## src/rtl/rsa_job_ctrl.sv

```systemverilog
// rsa_job_ctrl: sequences a single RSA encryption job on rsa_unit.
// The controller takes start requests from GPIO or SPI. When both arrive in
// the same cycle it picks one by round-robin. It holds the unit in reset for
// RST_CYCLES cycles, then enables the unit and waits for end-of-conversion.
// A job ends in one of three ways: completion, a stop request, or a watchdog
// timeout. The outcome is reported back to the register file.
module rsa_job_ctrl #(
  parameter int RST_CYCLES = 2,
  parameter int TIMEOUT_W  = 16
) (
  input  logic                 clk,
  input  logic                 rstb,
  input  logic                 ena,
  input  logic                 gpio_start,
  input  logic                 spi_start,
  input  logic                 gpio_stop,
  input  logic                 spi_stop,
  input  logic [TIMEOUT_W-1:0] timeout_val,
  input  logic                 eoc_rsa_unit,
  output logic                 en_rsa,
  output logic                 rst_rsa,
  output logic                 eoc,
  output logic                 eoc_pulse,
  output logic                 busy,
  output logic                 owner,
  output logic                 timeout_err,
  output logic                 abort_flag
);

  localparam int CLR_W = (RST_CYCLES > 1) ? $clog2(RST_CYCLES) : 1;
  localparam logic [CLR_W-1:0]     CLR_LAST = CLR_W'(RST_CYCLES - 1);
  localparam logic [CLR_W-1:0]     CLR_ONE  = CLR_W'(1);
  localparam logic [CLR_W-1:0]     CLR_ZERO = CLR_W'(0);
  localparam logic [TIMEOUT_W-1:0] WD_ONE   = TIMEOUT_W'(1);
  localparam logic [TIMEOUT_W-1:0] WD_ZERO  = TIMEOUT_W'(0);
  localparam logic [TIMEOUT_W-1:0] WD_MAX   = {TIMEOUT_W{1'b1}};

  typedef enum logic [2:0] {
    ST_IDLE  = 3'd0,
    ST_CLR   = 3'd1,
    ST_RUN   = 3'd2,
    ST_DONE  = 3'd3,
    ST_ABORT = 3'd4
  } state_t;

  state_t               state_r;
  logic [CLR_W-1:0]     clr_cnt_r;
  logic [TIMEOUT_W-1:0] wd_cnt_r;
  logic                 gpio_d_r;
  logic                 spi_d_r;
  logic                 gpio_edge_r;
  logic                 spi_edge_r;
  logic                 last_owner_r;
  logic                 en_rsa_r;
  logic                 rst_rsa_r;
  logic                 eoc_r;
  logic                 eoc_pulse_r;
  logic                 busy_r;
  logic                 owner_r;
  logic                 timeout_err_r;
  logic                 abort_flag_r;

  logic                 stop_s;
  logic                 start_s;
  logic                 winner_s;
  logic [TIMEOUT_W-1:0] wd_limit_s;
  logic                 wd_hit_s;

  // Stop/start qualification, round-robin winner and watchdog limit compare.
  always_comb begin
    stop_s     = gpio_stop | spi_stop;
    start_s    = gpio_edge_r | spi_edge_r;
    wd_limit_s = timeout_val - WD_ONE;
    if (gpio_edge_r && spi_edge_r) begin
      winner_s = ~last_owner_r;
    end else if (spi_edge_r) begin
      winner_s = 1'b1;
    end else begin
      winner_s = 1'b0;
    end
    if (timeout_val != WD_ZERO) begin
      wd_hit_s = (wd_cnt_r == wd_limit_s);
    end else begin
      wd_hit_s = 1'b0;
    end
  end

  // Register the start inputs. Each rising edge becomes a one-cycle request pulse.
  always_ff @(posedge clk or negedge rstb) begin
    if (!rstb) begin
      gpio_d_r    <= 1'b0;
      spi_d_r     <= 1'b0;
      gpio_edge_r <= 1'b0;
      spi_edge_r  <= 1'b0;
    end else if (ena) begin
      gpio_d_r    <= gpio_start;
      spi_d_r     <= spi_start;
      gpio_edge_r <= gpio_start & ~gpio_d_r;
      spi_edge_r  <= spi_start & ~spi_d_r;
    end
  end

  // Job sequencer: state, counters and all registered status outputs.
  always_ff @(posedge clk or negedge rstb) begin
    if (!rstb) begin
      state_r       <= ST_IDLE;
      clr_cnt_r     <= CLR_ZERO;
      wd_cnt_r      <= WD_ZERO;
      last_owner_r  <= 1'b1;
      en_rsa_r      <= 1'b0;
      rst_rsa_r     <= 1'b0;
      eoc_r         <= 1'b0;
      eoc_pulse_r   <= 1'b0;
      busy_r        <= 1'b0;
      owner_r       <= 1'b0;
      timeout_err_r <= 1'b0;
      abort_flag_r  <= 1'b0;
    end else if (ena) begin
      eoc_pulse_r <= 1'b0;
      case (state_r)
        ST_IDLE: begin
          en_rsa_r <= 1'b0;
          if (start_s && !stop_s) begin
            state_r       <= ST_CLR;
            owner_r       <= winner_s;
            eoc_r         <= 1'b0;
            timeout_err_r <= 1'b0;
            abort_flag_r  <= 1'b0;
            rst_rsa_r     <= 1'b0;
            busy_r        <= 1'b1;
            clr_cnt_r     <= CLR_ZERO;
          end else begin
            rst_rsa_r <= 1'b1;
            busy_r    <= 1'b0;
          end
        end
        ST_CLR: begin
          if (stop_s) begin
            state_r      <= ST_ABORT;
            abort_flag_r <= 1'b1;
            busy_r       <= 1'b0;
            rst_rsa_r    <= 1'b0;
            en_rsa_r     <= 1'b0;
          end else if (clr_cnt_r == CLR_LAST) begin
            state_r   <= ST_RUN;
            en_rsa_r  <= 1'b1;
            rst_rsa_r <= 1'b1;
            wd_cnt_r  <= WD_ZERO;
          end else begin
            clr_cnt_r <= clr_cnt_r + CLR_ONE;
          end
        end
        ST_RUN: begin
          if (eoc_rsa_unit) begin
            state_r     <= ST_DONE;
            eoc_r       <= 1'b1;
            eoc_pulse_r <= 1'b1;
            en_rsa_r    <= 1'b0;
            busy_r      <= 1'b0;
          end else if (stop_s) begin
            state_r      <= ST_ABORT;
            abort_flag_r <= 1'b1;
            en_rsa_r     <= 1'b0;
            rst_rsa_r    <= 1'b0;
            busy_r       <= 1'b0;
          end else if (wd_hit_s) begin
            state_r       <= ST_ABORT;
            timeout_err_r <= 1'b1;
            en_rsa_r      <= 1'b0;
            rst_rsa_r     <= 1'b0;
            busy_r        <= 1'b0;
          end else if (wd_cnt_r != WD_MAX) begin
            wd_cnt_r <= wd_cnt_r + WD_ONE;
          end
        end
        ST_DONE: begin
          last_owner_r <= owner_r;
          state_r      <= ST_IDLE;
        end
        ST_ABORT: begin
          last_owner_r <= owner_r;
          rst_rsa_r    <= 1'b1;
          state_r      <= ST_IDLE;
        end
        default: begin
          state_r  <= ST_IDLE;
          en_rsa_r <= 1'b0;
          busy_r   <= 1'b0;
        end
      endcase
    end
  end

  assign en_rsa      = en_rsa_r;
  assign rst_rsa     = rst_rsa_r;
  assign eoc         = eoc_r;
  assign eoc_pulse   = eoc_pulse_r;
  assign busy        = busy_r;
  assign owner       = owner_r;
  assign timeout_err = timeout_err_r;
  assign abort_flag  = abort_flag_r;

endmodule

```

## config.mk

```make
export PLATFORM = sky130hd
export DESIGN_NAME = rsa_job_ctrl
export DESIGN_NICKNAME = d
export VERILOG_FILES = /design/src/rtl/rsa_job_ctrl.sv
export SDC_FILE = /design/constraint.sdc
export NUM_CORES = 1
export LEC_CHECK = 0
export BUFFER_PORTS_ARGS = -buffer_cell sky130_fd_sc_hd__buf_2
export CAP_MARGIN = 30
export CORE_ASPECT_RATIO = 0.8
export CORE_MARGIN = 2
export CORE_UTILIZATION = 38
export CTS_BUF_LIST = sky130_fd_sc_hd__clkbuf_8
export DETAILED_ROUTE_END_ITERATION = 8
export GPL_TIMING_DRIVEN = 0
export PLACE_DENSITY = 0.65
export SYNTH_ARGS = -nofsm -noshare
export SYNTH_HDL_FRONTEND = slang
export SYNTH_SLANG_ARGS = --single-unit
export TNS_END_PERCENT = 100
```

## constraint.sdc

```tcl
create_clock -name clk -period 2.95 [get_ports clk]
set_input_delay 0 -clock clk [delete_from_list [all_inputs] [get_ports clk]]
set_output_delay 0 -clock clk [all_outputs]
set_load 0.005 [all_outputs]
```

==> flow_summary.json, run 1 <==
{
  "finalNetCount": 348,
  "synth_cells": 283,
  "end_kind": "register",
  "place_area_sq_um": 2690,
  "antenna_left": 0,
  "ys_ff_latch": 33,
  "setup_violations": 0,
  "grt_pass1_vias": 2256,
  "crit_fanout": 10,
  "r2r_setup_slack_ns": 0.19,
  "synth_cell_types": 59,
  "setup_ws_ns": 0.192,
  "start_util_pct": 38.7,
  "yosysTopAreaCell": "dfrtp_1",
  "core-area_sq_um": 6310,
  "p_leak_nw": 1.15,
  "synth_fp_nets": 310,
  "syn_area_per_cell_sq_um": 8.63,
  "gr-total-overflow": 0,
  "r2r-start": "wd_cnt_r[13]$_DFFE_PN0P_",
  "antenna_found_initial": 0,
  "die_x_microns": 93.6,
  "synth_warnings": 0,
  "worstSetupPathType": "reg2reg",
  "cts_sinks": 33,
  "min_from": "gpio_stop",
  "drc": 0,
  "cts_root_buffer": "clkbuf_8",
  "cts_tree": "yes",
  "synth_area_leaders": "dfrtp_1 33%, nor2_1 3.4%, xnor2_1 3.2%",
  "sw_frac_of_total_pct": 36.7,
  "fillers": 643,
  "fmax_ghz": 0.363,
  "synth_commonest_cells": "32 x dfrtp_1, 22 x nor2_1, 20 x nand2_1, 15 x inv_1, 14 x nand3_1",
  "syn_to_final_growth_pct": 16.2,
  "synth_most_common_cell": "dfrtp_1",
  "skew_ns": 0.0157,
  "io_buffers": 28,
  "clk-insertion-delay-late_ns": 0.29,
  "postCtsSetupBuffers": 0,
  "die-area_sq_um": 7080,
  "p_comb_share_pct": 35.7,
  "synth-async-reset-ratio_pct": 100,
  "first_pass_iters": 4,
  "crit_path_top_delay_cell": "nor4_4",
  "syn_area_sq_um": 2440,
  "seqPwrFrac_pct": 37.6,
  "cp.required_ns": 3.12,
  "path_cells": "xnor2_1 > nor2_1 > o41ai_1 > nand4_1 > nor4_4 > buf_6 > o211ai_2 > mux2_4",
  "intPower_mw": 0.991,
  "max-slew-margin-rel_pct": 44.0,
  "critPathMaxStageDelay_ns": 0.52,
  "antenna_cells": 0,
  "whs_ns": 0.0484,
  "tns_ns": 0,
  "slew_violations": 0,
  "totalWireLength_mm": 6.48,
  "finalCritPeriodShare_pct": 93.5,
  "groute.usage.overall_pct": 19.8,
  "r2r-end": "rst_rsa$_DFFE_PN0P_",
  "wl_per_cell_microns": 16.0,
  "drive_gt1_share_pct": 17.7,
  "rsz0062_at_grt": "false",
  "dp_slack_ns": -0.177,
  "yosysSeqAreaShare_pct": 33.9,
  "grt_max_degree": 34,
  "synth_edf_count": 0,
  "min_to": "clr_cnt_r$_DFFE_PN0P_",
  "design_area_sq_um": 2840,
  "drt_iter0_markers": 255,
  "place.gp.congestion": 0.909,
  "reg2reg_depth": 8,
  "synth_flop_cell": "dfrtp_1",
  "cp-start-kind": "register",
  "num_vias": 2359,
  "hold_violations": 0,
  "status": "completed",
  "worst_ir_drop_vdd_v": 0.000404,
  "crit_arrival_ns": 2.92,
  "holdPathStages": 3,
  "clk_path_buf_depth": 2,
  "tightest_slew_ns": 0.832,
  "hold_class": "in2reg",
  "rows": 26,
  "htree_num_levels": 2,
  "dp_hpwl_mm": 4.76,
  "critical_path_buf_inv_count": 1,
  "cts_made_buffers": 5,
  "p_clk_share_pct": 26.7,
  "power_density_nw_per_um2": 552,
  "power_switching_mw": 0.574,
  "synth_top_area_share_pct": 32.8,
  "path_delay_family": "simple AND/OR/NAND/NOR gates",
  "cap_violations": 0,
  "min_period_ns": 2.76,
  "grt_pass1_wl_mm": 11.0,
  "die_h_microns": 75.7,
  "io_pins": 32,
  "vias_per_cell": 5.81,
  "cts.reportedPaths.clkPinSlew_ns": 0.07
}
## layer usage
layer  up-vias  part of all wire (%)  global-route usage [%]
met5         -                     0                       0
met4         0                  0.68                    4.03
met3         5                   4.9                    3.26
met2        64                    43                    29.8
met1      1125                    51                    30.2
li1       1165                     -                       -
## cell usage in the layout, fill, tap and decap left out, drive strengths merged, types with 10 or more instances in the layout
master and count:
nor4 14, clkbuf 13, nand2 20, buf 34, nand3 14, o21ai 11
inv 16, nor2 22, a21oi 13, or4 10, dfrtp 32
## how the worst max path moves through the flow
stage                                  start                      end  slack (ns)  cells past startpoint
floorplan                     timeout_val[0]      rst_rsa$_DFFE_PN0P_        0.53                     10
global placement              timeout_val[0]      rst_rsa$_DFFE_PN0P_       -0.12                     11
detailed placement            timeout_val[0]  wd_cnt_r[1]$_DFFE_PN0P_       -0.18                     12
CTS                   state_r[1]$_DFFE_PN0P_  wd_cnt_r[1]$_DFFE_PN0P_        0.06                     10
global route        wd_cnt_r[13]$_DFFE_PN0P_       en_rsa$_DFFE_PN0P_        0.01                      8
finish              wd_cnt_r[13]$_DFFE_PN0P_      rst_rsa$_DFFE_PN0P_        0.19                      8
## logic make-up after synthesis
kind of cell / after synthesis / synth area share [%]
simple gates: 116 / 27.2
fa+ha+maj: 3 / 1.54
buf+inv: 29 / 5.48
xor+xnor: 18 / 6.46
compound gates: 81 / 23.9
mux: 3 / 1.54
flops: 33 / 33.9
## stage by stage
step           instances  utilization (%)  power, mW
3_5_place_dp         395             42.6       1.13
6_report             406             44.9       1.56
5_1_grt              406             44.9       1.68
2_1_floorplan        283                -      0.963
4_1_cts              406             44.8       1.56
3_3_place_gp         395             42.6       1.13
## power groups by stage
stage	registers (mW)	logic, mW	clock network, mW
after floorplan	0.582	0.381	0
after global placement	0.591	0.537	0
after detailed placement	0.590	0.543	0
after CTS	0.584	0.548	0.428
after global routing	0.600	0.636	0.447
final	0.589	0.559	0.417
## state kept, by name, summed over array words and instances (netlist names)
signal and cells:
abort_flag 1, busy 1, clr_cnt_r 1, en_rsa 1, eoc 1, eoc_pulse 1, gpio_d_r 1, gpio_edge_r 1
last_owner_r 1, owner 1, rst_rsa 1, spi_d_r 1, spi_edge_r 1, state_r 3, timeout_err 1, wd_cnt_r 16
## layout make-up
type / count / area [sq um] / area share (%)
plain buffers: 14 / 80.1 / 2.82
clock buffers: 5 / 68.8 / 2.43
multi-input cells: 221 / 1490 / 52.5
inverters: 15 / 56.3 / 1.99
clock inverters: 3 / 38.8 / 1.37
well taps: 84 / 105 / 3.71
flip-flops and latches: 33 / 827 / 29.2
repair buffers: 31 / 170 / 6.00
## what timing repair did
| action | in CTS | in global routing |
|---|---|---|
| cloned | 0 | 0 |
| endpoints found under the hold margin | 36 | 0 |
| hold buffers | 3 | 0 |
| gates resized for setup | 1 | 4 |
| setup endpoints to repair | 6 | 22 |
## worst reg2reg max path: stages (launching register included)
cell      delay, ns
dfrtp_1        0.43
xnor2_1        0.32
nor2_1         0.09
o41ai_1        0.42
nand4_1        0.23
nor4_4         0.52
buf_6          0.22
o211ai_2       0.11
mux2_4         0.32
No activity file was read; power rests on OpenSTA's default activity.
==> run 2: changes to the inputs <==
==> constraint.sdc (replaced) <==
create_clock -name clk -period 3.21 [get_ports clk]
set_input_delay 0 -clock clk [delete_from_list [all_inputs] [get_ports clk]]
set_output_delay 0 -clock clk [all_outputs]
set_load 0.005 [all_outputs]
==> run 2 against run 1 <==
Sequential share of layout area up 0.064 points. Non-clock buffer count unchanged. Worst setup slack better by 0.13 ns. Highest routed layer unchanged. Clock skew about the same. Count of clock-buffer cells in the layout unchanged. Core utilization down 0.099 points. Cell area down 0.22%. Global-route usage unchanged.
==> flow_summary.json, run 2 (synthesis gave the netlist of run 1 again) <==
{
  "wl_per_cell_microns": 15.9,
  "cts_sinks": 33,
  "place.gp.congestion": 0.909,
  "hold_class": "in2reg",
  "crit_arrival_ns": 3.05,
  "largest_reg_flops": 16,
  "syn_to_final_growth_pct": 15.9,
  "cp.required_ns": 3.38,
  "gr-total-overflow": 0,
  "drc": 0,
  "min_period_ns": 2.88,
  "vias_per_cell": 5.94,
  "worstSetupPathType": "in2reg",
  "cts_tree": "yes",
  "die_h_microns": 75.7,
  "dp_hpwl_mm": 4.76,
  "grt_pass1_wl_mm": 11.0,
  "power_density_nw_per_um2": 509,
  "p_comb_share_pct": 35.7,
  "seqPwrFrac_pct": 37.6,
  "grt_pass1_vias": 2256,
  "totalWireLength_mm": 6.47,
  "skew_ns": 0.0152,
  "final_cells": 406,
  "io_pins": 32,
  "post-place-cells": 395,
  "num_vias": 2410,
  "p_clk_share_pct": 26.7,
  "fmax_ghz": 0.347,
  "top_register": "wd_cnt_r",
  "whs_ns": 0.0433,
  "antenna_found_initial": 0,
  "start_util_pct": 38.7,
  "grt_use_met3_pct": 3.26,
  "slew_violations": 0,
  "final_common_cell": "dfrtp_1",
  "rsz0062_at_grt": "false",
  "die_x_microns": 93.6,
  "grt_max_degree": 34,
  "antenna_left": 0,
  "finalCritPeriodShare_pct": 89.8,
  "hold_violations": 0,
  "top_usage_layer": "met1",
  "antenna_cells": 0,
  "worst_ir_drop_vdd_v": 0.000372,
  "cts_root_buffer": "clkbuf_8",
  "htree_num_levels": 2,
  "cts_made_buffers": 5,
  "core-area_sq_um": 6310,
  "rows": 26,
  "intPower_mw": 0.910,
  "drive_gt1_share_pct": 17.1,
  "crit_fanout": 10,
  "clk_path_buf_depth": 2,
  "die-area_sq_um": 7080,
  "io_buffers": 28,
  "status": "completed",
  "setup_violations": 0,
  "cap_violations": 0,
  "groute.usage.overall_pct": 19.8,
  "reg_top3": "wd_cnt_r x16, state_r x3",
  "tightest_slew_ns": 0.849,
  "sw_frac_of_total_pct": 36.8,
  "cp-start-kind": "primary input",
  "grt.met2_usage_pct": 29.8,
  "power_switching_mw": 0.530,
  "max-slew-margin-rel_pct": 42.9,
  "clk-insertion-delay-late_ns": 0.29,
  "fin_util_pct": 44.8,
  "layout_common_cells": "32 x dfrtp_1, 30 x buf_2, 22 x nor2_1",
  "gr-usage-met1_pct": 30.2,
  "tns_ns": 0,
  "drt_iter0_markers": 246,
  "first_pass_iters": 5,
  "cts.reportedPaths.clkPinSlew_ns": 0.07,
  "end_kind": "register",
  "p_total_mw": 1.44,
  "finalNetCount": 348,
  "p_leak_nw": 1.14
}
-- run 2: timing repair --
item                       4_1_cts  5_1_grt
resized for setup                0        3
setup endpoints to repair        0       10
buffers inserted                 0        0
hold endpoints to repair        36        0
hold buffers                     3        0
-- run 2: final timing paths --
| path | cells past startpoint | slack (ns) | from | to |
|---|---|---|---|---|
| hold reg to reg | 1 | 0.45 | spi_d_r$_DFFE_PN0P_ | spi_edge_r$_DFFE_PN0P_ |
| max in group asynchronous | 2 | 2.39 | rstb | state_r[2]$_DFFE_PN0P_ |
| min in group asynchronous | 2 | 0.33 | rstb | rst_rsa$_DFFE_PN0P_ |
| hold / removal | 3 | 0.04 | gpio_stop | clr_cnt_r$_DFFE_PN0P_ |
| setup reg to reg | 10 | 0.33 | wd_cnt_r[5]$_DFFE_PN0P_ | wd_cnt_r[0]$_DFFE_PN0P_ |
| setup / recovery | 11 | 0.33 | timeout_val[0] | rst_rsa$_DFFE_PN0P_ |
-- run 2: routing by layer --
layer | share of wire [%] | routed length, microns | vias to the layer above
li1 | - | - | 1171
met2 | 44 | 2860 | 78
met1 | 50 | 3260 | 1156
met5 | 0 | 0 | -
met3 | 4.8 | 309 | 5
met4 | 0.68 | 44 | 0
-- run 2: power by group through the flow --
| stage | Combinational [mW] | Sequential, mW | Clock (mW) |
|---|---|---|---|
| 6_report | 0.514 | 0.542 | 0.385 |
| 5_1_grt | 0.584 | 0.551 | 0.410 |
| 4_1_cts | 0.503 | 0.537 | 0.394 |
| 3_5_place_dp | 0.499 | 0.542 | 0 |
| 3_3_place_gp | 0.493 | 0.543 | 0 |
| 2_1_floorplan | 0.350 | 0.535 | 0 |
-- run 2: worst max-delay path: stages --
cell       delay [ns]
buf_2            0.14
inv_1            0.08
ha_1             0.27
nor3b_1          0.65
nand2_1          0.09
a2111oi_0        0.44
nand4_1          0.21
nor4_4           0.52
buf_6            0.22
o211ai_2         0.11
mux2_4           0.32
-- run 2: layout make-up --
type,count,area [sq um]
fill,644,3480
multi-input combinational,221,1490
sequential,33,827
timing repair buffer,31,170
tap,84,105
buffer,14,78.8
clock buffer,5,68.8
inverter,15,56.3
clock inverter,3,38.8
-- run 2: per-stage QoR --
stage | cell area [sq um] | worst slack, ns
floorplan | 2440 | 0.786
global placement | 2690 | 0.139
detailed placement | 2690 | 0.0830
CTS | 2820 | 0.189
global route | 2830 | 0.0916
finish | 2830 | 0.327
==> run 3: changes to the inputs <==
--- a/config.mk
+++ b/config.mk
@@ -13,6 +13,7 @@
 export CTS_BUF_LIST = sky130_fd_sc_hd__clkbuf_8
 export DETAILED_ROUTE_END_ITERATION = 8
 export GPL_TIMING_DRIVEN = 0
+export HOLD_SLACK_MARGIN = 0.05
 export PLACE_DENSITY = 0.65
 export SYNTH_ARGS = -nofsm -noshare
 export SYNTH_HDL_FRONTEND = slang
==> run 3 against run 2 <==
Largest power group unchanged. Clock skew up 0.00064 ns. Non-clock buffer count is 2 higher. Register-to-register slack improved by 0.02 ns. Critical path type is now reg2reg. Combinational power is essentially flat. Fmax up 0.75%. Total power hardly changed. Sequential power hardly changed.
==> flow_summary.json, run 3 (synthesis gave the netlist of run 1 again) <==
{
  "status": "completed",
  "r2r-start": "wd_cnt_r[5]$_DFFE_PN0P_",
  "grt_max_degree": 34,
  "num_vias": 2386,
  "reg_top3": "wd_cnt_r x16, state_r x3",
  "antenna_found_initial": 0,
  "die-area_sq_um": 7080,
  "min_from": "eoc_rsa_unit",
  "r2r_setup_slack_ns": 0.35,
  "slew_violations": 0,
  "cp-start-kind": "register",
  "cp.required_ns": 3.38,
  "antenna_left": 0,
  "critPathMaxStageDelay_ns": 0.35,
  "whs_ns": 0.0607,
  "crit_fanout": 10,
  "wl_per_cell_microns": 15.9,
  "drt_iter0_markers": 274,
  "tightest_slew_ns": 0.807,
  "grt_pass1_vias": 2269,
  "die_h_microns": 75.7,
  "cts_made_buffers": 5,
  "die_x_microns": 93.6,
  "antenna_cells": 0,
  "setup_violations": 0,
  "layout_common_cells": "32 x dfrtp_1, 30 x buf_2, 22 x nor2_1",
  "max-slew-margin-rel_pct": 45.7,
  "start_util_pct": 38.7,
  "hold_violations": 0,
  "tns_ns": 0,
  "clk-insertion-delay-late_ns": 0.29,
  "cts_tree": "yes",
  "cap_violations": 0,
  "gr-total-overflow": 0,
  "worst_ir_drop_vdd_v": 0.000372,
  "syn_to_final_growth_pct": 16.8,
  "place.gp.congestion": 0.909,
  "hold_class": "in2reg",
  "htree_num_levels": 2,
  "end_kind": "register",
  "core-area_sq_um": 6310,
  "final_common_cell": "dfrtp_1",
  "min_to": "eoc_pulse$_DFFE_PN0P_",
  "holdPathStages": 3,
  "dp_slack_ns": 0.0830,
  "groute.usage.overall_pct": 19.8,
  "fmax_ghz": 0.349,
  "path_delay_family": "buffers and inverters",
  "worst-path-stages": 10,
  "cts_sinks": 33,
  "final_cells": 408,
  "reg2reg_depth": 10,
  "first_pass_iters": 4,
  "top_register": "wd_cnt_r",
  "cts_root_buffer": "clkbuf_8",
  "cts.reportedPaths.clkPinSlew_ns": 0.08,
  "skew_ns": 0.0158,
  "worstSetupPathType": "reg2reg",
  "post-place-cells": 395,
  "clk_path_buf_depth": 2,
  "rows": 26,
  "p_leak_nw": 1.15,
  "finalNetCount": 350,
  "vias_per_cell": 5.85,
  "dp_hpwl_mm": 4.76,
  "power_density_nw_per_um2": 505,
  "drive_gt1_share_pct": 17.0,
  "r2r-end": "wd_cnt_r[1]$_DFFE_PN0P_",
  "drc": 0,
  "io_buffers": 28,
  "path_cells": "clkbuf_1 > and4_1 > and3_1 > and2_1 > and3_1 > a41o_1 > clkbuf_1 > clkbuf_2 > nor3_1 > a32o_1",
  "postCtsSetupBuffers": 0,
  "rsz0062_at_grt": "false",
  "critical_path_buf_inv_count": 3,
  "largest_reg_flops": 16,
  "finalCritPeriodShare_pct": 89.1,
  "setup_ws_ns": 0.348,
  "min_period_ns": 2.86,
  "crit_arrival_ns": 3.03,
  "crit_path_top_delay_cell": "clkbuf_1",
  "totalWireLength_mm": 6.49,
  "io_pins": 32,
  "grt_pass1_wl_mm": 11.1
}
run 3: cell count changes in the layout (fill, tap and decap cells not counted):
cell	before	now
dlygate4sd3_1	3	5
run 3: per-layer routing:
| metal | GRT usage [%] | wire length, microns | vias to the layer above |
|---|---|---|---|
| met5 | 0 | 0 | - |
| met2 | 30.1 | 2850 | 82 |
| li1 | - | - | 1174 |
| met1 | 30.2 | 3240 | 1125 |
| met4 | 4.03 | 44 | 0 |
| met3 | 3.26 | 346 | 5 |
run 3: stage by stage:
step	cell area, sq um	power, mW	util [%]
after floorplan	2440	0.885	-
after global placement	2690	1.04	42.6
after detailed placement	2690	1.04	42.6
after CTS	2840	1.44	45.1
after global routing	2850	1.55	45.2
final	2850	1.44	45.2
run 3: tightest hold or removal path, delay by kind of cell:
family	cells	cell delay, ns
AOI/OAI and AO/OA	1	0.08
buffers and inverters	1	0.14
and+or+nand+nor	1	0.09
run 3: what timing repair did:
| item | CTS | global route |
|---|---|---|
| hold endpoints to repair | 37 | 0 |
| endpoints found under the setup margin | 0 | 10 |
| resized for setup | 0 | 3 |
| hold buffers | 5 | 0 |
run 3: area by class of cell:
class,count,area (sq um)
Sequential cell,33,827
Clock inverter,3,38.8
Multi-Input combinational cell,221,1490
Timing Repair Buffer,33,190
Buffer,14,78.8
Clock buffer,5,68.8
Tap cell,84,105
Fill cell,643,3460
Inverter,15,56.3
run 3: how the worst max path moves through the flow:
stage                                    to  slack, ns               startpoint
floorplan               rst_rsa$_DFFE_PN0P_       0.79           timeout_val[0]
global placement        rst_rsa$_DFFE_PN0P_       0.14           timeout_val[0]
CTS                 wd_cnt_r[1]$_DFFE_PN0P_       0.19   state_r[1]$_DFFE_PN0P_
detailed placement  wd_cnt_r[1]$_DFFE_PN0P_       0.08           timeout_val[0]
finish              wd_cnt_r[1]$_DFFE_PN0P_       0.35  wd_cnt_r[5]$_DFFE_PN0P_
global route        wd_cnt_r[1]$_DFFE_PN0P_       0.09  wd_cnt_r[5]$_DFFE_PN0P_
run 3: report_power, final:
part | leakage (nW) | switching [mW] | internal (mW) | total (mW)
logic | 0.658 | 0.315 | 0.199 | 0.514
registers | 0.432 | 0.0557 | 0.486 | 0.541
clock network | 0.0593 | 0.157 | 0.227 | 0.385
total | 1.15 | 0.528 | 0.912 | 1.44
